### src/rtl/seg6_scan_driver_if.sv
// ---------------------------------------------------------------------------
// seg6_scan_driver_if
// Bundles the load/data side and the display side of the six-digit
// seven-segment scan driver.
//   load          1-cycle strobe capturing the digit inputs and len
//   out100000..1  BCD digits, 100000s down to ones
//   len           number of significant digits (1..6, clamped)
//   an            active-low digit enables, an[0] = ones
//   seg           active-low segments {g,f,e,d,c,b,a}
//   pending       a captured value is waiting for the frame boundary
//   frame_done    one-cycle pulse on the frame-wrap tick
// master = the side feeding digits, slave = the driver itself.
// ---------------------------------------------------------------------------
interface seg6_scan_driver_if;
    logic       load;
    logic [3:0] out100000;
    logic [3:0] out10000;
    logic [3:0] out1000;
    logic [3:0] out100;
    logic [3:0] out10;
    logic [3:0] out1;
    logic [2:0] len;
    logic [5:0] an;
    logic [6:0] seg;
    logic       pending;
    logic       frame_done;

    modport master (
        output load, out100000, out10000, out1000, out100, out10, out1, len,
        input  an, seg, pending, frame_done
    );

    modport slave (
        input  load, out100000, out10000, out1000, out100, out10, out1, len,
        output an, seg, pending, frame_done
    );
endinterface

### src/rtl/seg6_scan_driver.sv
// ---------------------------------------------------------------------------
// seg6_scan_driver
// Multiplexed driver for a six-digit common-anode seven-segment display.
// A prescaler divides clk by DIV to form the per-digit slot; the scan index
// walks positions 0..5 (ones first). New values are double-buffered: a load
// lands in a pending register and is promoted to the displayed (active)
// register only on the frame boundary, so a frame is never torn.
// Ports:
//   clk    single clock, rising edge
//   rst_n  asynchronous active-low reset
//   bus    seg6_scan_driver_if.slave (load/digits/len in, an/seg/status out)
// ---------------------------------------------------------------------------
module seg6_scan_driver #(
    parameter int DIV = 50000
) (
    input  logic                clk,
    input  logic                rst_n,
    seg6_scan_driver_if.slave   bus
);

    localparam logic [15:0] PRESC_MAX = 16'(DIV - 1);

    // Active-high segment code {g,f,e,d,c,b,a}; 10..15 show a minus sign.
    function automatic logic [6:0] seg_code(input logic [3:0] d);
        case (d)
            4'd0:    seg_code = 7'h3F;
            4'd1:    seg_code = 7'h06;
            4'd2:    seg_code = 7'h5B;
            4'd3:    seg_code = 7'h4F;
            4'd4:    seg_code = 7'h66;
            4'd5:    seg_code = 7'h6D;
            4'd6:    seg_code = 7'h7D;
            4'd7:    seg_code = 7'h07;
            4'd8:    seg_code = 7'h7F;
            4'd9:    seg_code = 7'h6F;
            default: seg_code = 7'h40;
        endcase
    endfunction

    // Length 0 still shows the ones digit; 7 is treated as all six.
    function automatic logic [2:0] clamp_len(input logic [2:0] l);
        if (l == 3'd0)      clamp_len = 3'd1;
        else if (l == 3'd7) clamp_len = 3'd6;
        else                clamp_len = l;
    endfunction

    logic [15:0] presc_q, presc_d;
    logic [2:0]  idx_q, idx_d;
    logic [23:0] act_dig_q, act_dig_d;
    logic [2:0]  act_len_q, act_len_d;
    logic [23:0] pend_dig_q, pend_dig_d;
    logic [2:0]  pend_len_q, pend_len_d;
    logic        pending_q, pending_d;
    logic [5:0]  an_q, an_d;
    logic [6:0]  seg_q, seg_d;

    logic        tick;
    logic        boundary;
    logic [23:0] load_dig;
    logic [2:0]  eff_len;
    logic [3:0]  cur_dig;

    assign tick     = (presc_q == PRESC_MAX);
    assign boundary = tick && (idx_q == 3'd5);
    assign load_dig = {bus.out100000, bus.out10000, bus.out1000,
                       bus.out100, bus.out10, bus.out1};

    always_ff @(posedge clk or negedge rst_n) begin
        if (!rst_n) begin
            presc_q    <= '0;
            idx_q      <= '0;
            act_dig_q  <= '0;
            act_len_q  <= 3'd1;
            pend_dig_q <= '0;
            pend_len_q <= '0;
            pending_q  <= 1'b0;
            an_q       <= '1;
            seg_q      <= '1;
        end else begin
            presc_q    <= presc_d;
            idx_q      <= idx_d;
            act_dig_q  <= act_dig_d;
            act_len_q  <= act_len_d;
            pend_dig_q <= pend_dig_d;
            pend_len_q <= pend_len_d;
            pending_q  <= pending_d;
            an_q       <= an_d;
            seg_q      <= seg_d;
        end
    end

    // Timing chain and double-buffered value registers.
    always_comb begin
        presc_d    = tick ? '0 : presc_q + 16'd1;
        idx_d      = idx_q;
        act_dig_d  = act_dig_q;
        act_len_d  = act_len_q;
        pend_dig_d = pend_dig_q;
        pend_len_d = pend_len_q;
        pending_d  = pending_q;

        if (tick) begin
            idx_d = (idx_q == 3'd5) ? 3'd0 : idx_q + 3'd1;
        end

        if (boundary) begin
            // A load on the boundary itself bypasses the pending stage.
            pending_d = 1'b0;
            if (bus.load) begin
                act_dig_d = load_dig;
                act_len_d = bus.len;
            end else if (pending_q) begin
                act_dig_d = pend_dig_q;
                act_len_d = pend_len_q;
            end
        end else if (bus.load) begin
            pend_dig_d = load_dig;
            pend_len_d = bus.len;
            pending_d  = 1'b1;
        end
    end

    // Registered display outputs for the current scan position.
    always_comb begin
        eff_len = clamp_len(act_len_q);
        cur_dig = '0;
        for (int i = 0; i < 6; i++) begin
            if (idx_q == 3'(i)) cur_dig = act_dig_q[4*i +: 4];
        end
        if (idx_q >= eff_len) begin
            an_d  = '1;
            seg_d = '1;
        end else begin
            an_d  = ~(6'b000001 << idx_q);
            seg_d = ~seg_code(cur_dig);
        end
    end

    assign bus.an         = an_q;
    assign bus.seg        = seg_q;
    assign bus.pending    = pending_q;
    assign bus.frame_done = boundary;

endmodule

### src/flat_wrapper.sv
// flat-port wrapper written by rule: the top's interface ports become plain ports
module seg6_scan_driver_flat 
#(
    parameter int DIV = 50000
)
  (clk, rst_n, bus_load, bus_out100000, bus_out10000, bus_out1000, bus_out100, bus_out10, bus_out1, bus_len, bus_an, bus_seg, bus_pending, bus_frame_done);
  seg6_scan_driver_if bus_i ();
  input  logic clk;
  input  logic rst_n;
  input wire logic [$bits(bus_i.load)-1:0] bus_load;
  input wire logic [$bits(bus_i.out100000)-1:0] bus_out100000;
  input wire logic [$bits(bus_i.out10000)-1:0] bus_out10000;
  input wire logic [$bits(bus_i.out1000)-1:0] bus_out1000;
  input wire logic [$bits(bus_i.out100)-1:0] bus_out100;
  input wire logic [$bits(bus_i.out10)-1:0] bus_out10;
  input wire logic [$bits(bus_i.out1)-1:0] bus_out1;
  input wire logic [$bits(bus_i.len)-1:0] bus_len;
  output wire logic [$bits(bus_i.an)-1:0] bus_an;
  output wire logic [$bits(bus_i.seg)-1:0] bus_seg;
  output wire logic [$bits(bus_i.pending)-1:0] bus_pending;
  output wire logic [$bits(bus_i.frame_done)-1:0] bus_frame_done;
  assign bus_i.load = bus_load;
  assign bus_i.out100000 = bus_out100000;
  assign bus_i.out10000 = bus_out10000;
  assign bus_i.out1000 = bus_out1000;
  assign bus_i.out100 = bus_out100;
  assign bus_i.out10 = bus_out10;
  assign bus_i.out1 = bus_out1;
  assign bus_i.len = bus_len;
  assign bus_an = bus_i.an;
  assign bus_seg = bus_i.seg;
  assign bus_pending = bus_i.pending;
  assign bus_frame_done = bus_i.frame_done;
  seg6_scan_driver #(.DIV(DIV)) u_core (.clk(clk), .rst_n(rst_n), .bus(bus_i));
endmodule
### config.mk
export PLATFORM = sky130hd
export DESIGN_NAME = seg6_scan_driver_flat
export DESIGN_NICKNAME = d
export VERILOG_FILES = /design/src/rtl/seg6_scan_driver_if.sv /design/src/rtl/seg6_scan_driver.sv /design/src/flat_wrapper.sv
export SDC_FILE = /design/constraint.sdc
export NUM_CORES = 1
export LEC_CHECK = 0
export BUFFER_PORTS_ARGS = -buffer_cell sky130_fd_sc_hd__buf_2
export CELL_PAD_IN_SITES_DETAIL_PLACEMENT = 1
export CELL_PAD_IN_SITES_GLOBAL_PLACEMENT = 1
export CORE_UTILIZATION = 51
export DETAILED_ROUTE_END_ITERATION = 10
export MAX_ROUTING_LAYER = met4
export PLACE_DENSITY = 0.86
export SYNTH_ARGS = -nofsm -noshare
export SYNTH_HDL_FRONTEND = slang
export SYNTH_SLANG_ARGS = --single-unit
### constraint.sdc
create_clock -name clk -period 7.7 [get_ports clk]
set_clock_uncertainty 0.15 [all_clocks]
set_input_delay 0.77 -clock clk [delete_from_list [all_inputs] [get_ports clk]]
set_output_delay 0.77 -clock clk [all_outputs]
set_load 0.03 [all_outputs]
==> out/metrics.cfg <==
[worst_hold_path]
hold_path_class=reg2reg

[floorplan]
start_util_pct=53.25
die_x_um=92.29
pin_count=45
die_h_um=92.29
die_area_mm2=0.008517
placementRows=32
core_mm2=0.007807

[timing]
worst_pin_slew_ns=1.045
slew_headroom_pct=30.31
grt_setup_unrepaired=false
fin_crit_sh_pct=42.72
finalSetupViolations=0
maxSlewViolCount=0
period_minus_slack_ns=3.289
fmax_mhz=304.0
hold_viol=0
fin_setup_tns_ns=0

[global_routing]
overflow=0
grt_pass1_wl_um=15050
grt_pass1_vias=3004
antenna_found_initial=0
grt_max_degree=88
track_usage_pct=23.71

[critical_path]
slowest_delay_ns=0.56
arrival_ns=2.37
critPathKind=reg2out
start_kind=register
r2r-end=u_core.pend_dig_q[0]
r2r_slack_ns=4.51
r2r-start=u_core.presc_q[4]
slowest_stage=or4b_1
worstSetupEndpointType=primary output
cp-endpoint=bus_frame_done
cp_cell_sequence=or4b_1, or4_4, nor3_4, buf_2
worst-path-max-fanout=5
crit_start=u_core.presc_q[4]
crit_required_ns=6.78
rr_worst_depth=5

[synth]
synth_top_flop_cell=dfrtp_1
synth-async-reset-ratio_pct=100.0
yosysTopAreaCell=dfrtp_1
avgSynthCellArea_um2=11.65
synth_area_leaders=dfrtp_1, dfstp_2, mux2i_1
seq_area_frac_synth_pct=52.78
syn-cell-area_mm2=0.004158
ys_types=51
syn-num-nets=397
syn_inst=357
synth_top_area_share_pct=43.94
synth.yosys.warnings=0
synth-seq-cells=87
synth_edf_count=0

[place]
dp_hpwl_um=5925
dpl.cell_count=489
gp_routability_congestion=0.7858
io_buffers=44

[cts]
cts_buffers=9
ctsHoldBuffers=0
clock_latency_ns=0.37
cts_sinks=87
htreeDepth=3
post_cts_buffers=0
cts_tree=yes
cts_root_buf=clkbuf_8
clockBufferDepth=2
cts_resized=0
clk_pin_slew_ns=0.09

[power_and_ir_drop]
irDropWorstVdd_mv=0.1098
p_total_uw=937.8
cellLeakagePower_uw=0.002181
power_density_mw_per_mm2=200.5

[routing]
drc=0
routed_wl_um=8779
wl_per_cell_um=17.38
dr.pass1.iters=4
num_vias=2807
drtIter0Drc=128
ant_nets=0
avgViaCountPerCell=5.558

[finish]
drive_gt1_share_pct=25.56
final_cells=505
diodes=0
fin_util_pct=59.92
layout.nets=438
syn_to_final_growth_pct=12.52

[flow_run]
drv_cap=0

[run_status]
status=complete, no violations

[flip-flops by register name, indices dropped and copies added (netlist names)]
signal / count
u_core.pend_len_q: 3
u_core.pend_dig_q: 24
u_core.act_dig_q: 24
u_core.bus.an: 6
u_core.act_len_q: 3
u_core.presc_q: 16
u_core.bus.pending: 1
u_core.idx_q: 3
u_core.bus.seg: 7
[worst max-delay path: cells and delay by family (launching register included)]
| family | cells | cell delay, ns |
|---|---|---|
| buf+inv | 1 | 0.26 |
| flops | 1 | 0.43 |
| simple gates | 3 | 1.31 |
[power by group]
part	leakage, uW	switching (uW)	internal (uW)
Combinational	0.000967	28.9	31.8
Sequential	0.00108	8.16	471
Clock	0.000130	165	233
Total	0.00218	202	736
[cell families after synthesis]
family	count (synthesis)	synth area share (%)
AND/OR/NAND/NOR	99	11.86
flip-flops	87	52.78
multiplexers	63	17.88
AO/OA/AOI/OAI	56	7.945
buffers and inverters	28	3.551
XOR/XNOR	13	2.739
adder cells (fa/ha/maj)	11	3.250
[cells in the final DEF (no fill, tap or decap), types with 2 or more instances in the layout]
cell type  count
nand4_1        2
o21ai_1       28
inv_1         12
bufinv_16      3
nor2_1        23
buf_4          3
mux2_4        20
a221oi_1       3
o22ai_1        2
nand3_1       11
dfrtp_1       73
o211ai_1       2
nor3b_1        2
nor2b_1        4
xor2_1         7
o21ai_0        8
mux2i_1       33
clkbuf_8      11
buf_2         43
dfstp_2       14
a21oi_1        4
nand2b_1       2
xnor2_1        6
mux2_1         9
nand2_1       38
nor3_1         3
ha_1          10
a211oi_1       2
[synthesized netlist by cell type, types with 4 or more instances]
library cell / n
a21oi_1: 4
clkbuf_1: 10
dfrtp_1: 73
dfstp_2: 14
ha_1: 10
inv_1: 12
mux2_1: 9
mux2_4: 20
mux2i_1: 33
nand2_1: 38
nand3_1: 11
nor2_1: 23
nor2b_1: 4
o21ai_0: 8
o21ai_1: 28
xnor2_1: 6
xor2_1: 7
[layout make-up]
cell class,count,area [um2]
inverters,12,45.04
well taps,102,127.6
flip-flops and latches,87,2195
multi-input cells,242,1818
fillers,829,3129
clock buffers,11,151.4
clock inverters,5,103.9
repair buffers,46,237.7
[stage by stage]
step	setup WS [ns]	hold WS, ns	instance area (um2)
2_1_floorplan	4.877	0.2969	4158
3_3_place_gp	4.648	0.3110	4423
3_5_place_dp	4.521	0.3183	4423
4_1_cts	4.397	0.3459	4678
5_1_grt	4.308	0.3587	4678
6_report	4.411	0.3391	4678
[routing by layer]
layer  vias up  wire (um)  track usage (%)
met5         -          0                -
met2        52       4512            38.87
met4         0        194            10.42
met3        16        221            3.038
li1       1327          -                -
met1      1412       3851            29.74
[worst min path at each step]
stage / start / endpoint / slack (ns) / cells past startpoint
2_1_floorplan: u_core.act_len_q[0] / u_core.act_len_q[0] / 0.30 / 2
3_3_place_gp: u_core.act_len_q[0] / u_core.act_len_q[0] / 0.31 / 2
3_5_place_dp: u_core.act_len_q[0] / u_core.act_len_q[0] / 0.32 / 2
4_1_cts: u_core.act_dig_q[0] / u_core.act_dig_q[0] / 0.35 / 2
5_1_grt: u_core.pend_dig_q[2] / u_core.pend_dig_q[2] / 0.36 / 1
6_report: u_core.act_dig_q[0] / u_core.act_dig_q[0] / 0.34 / 2
Note: power is estimated with default switching activity, not from simulation.
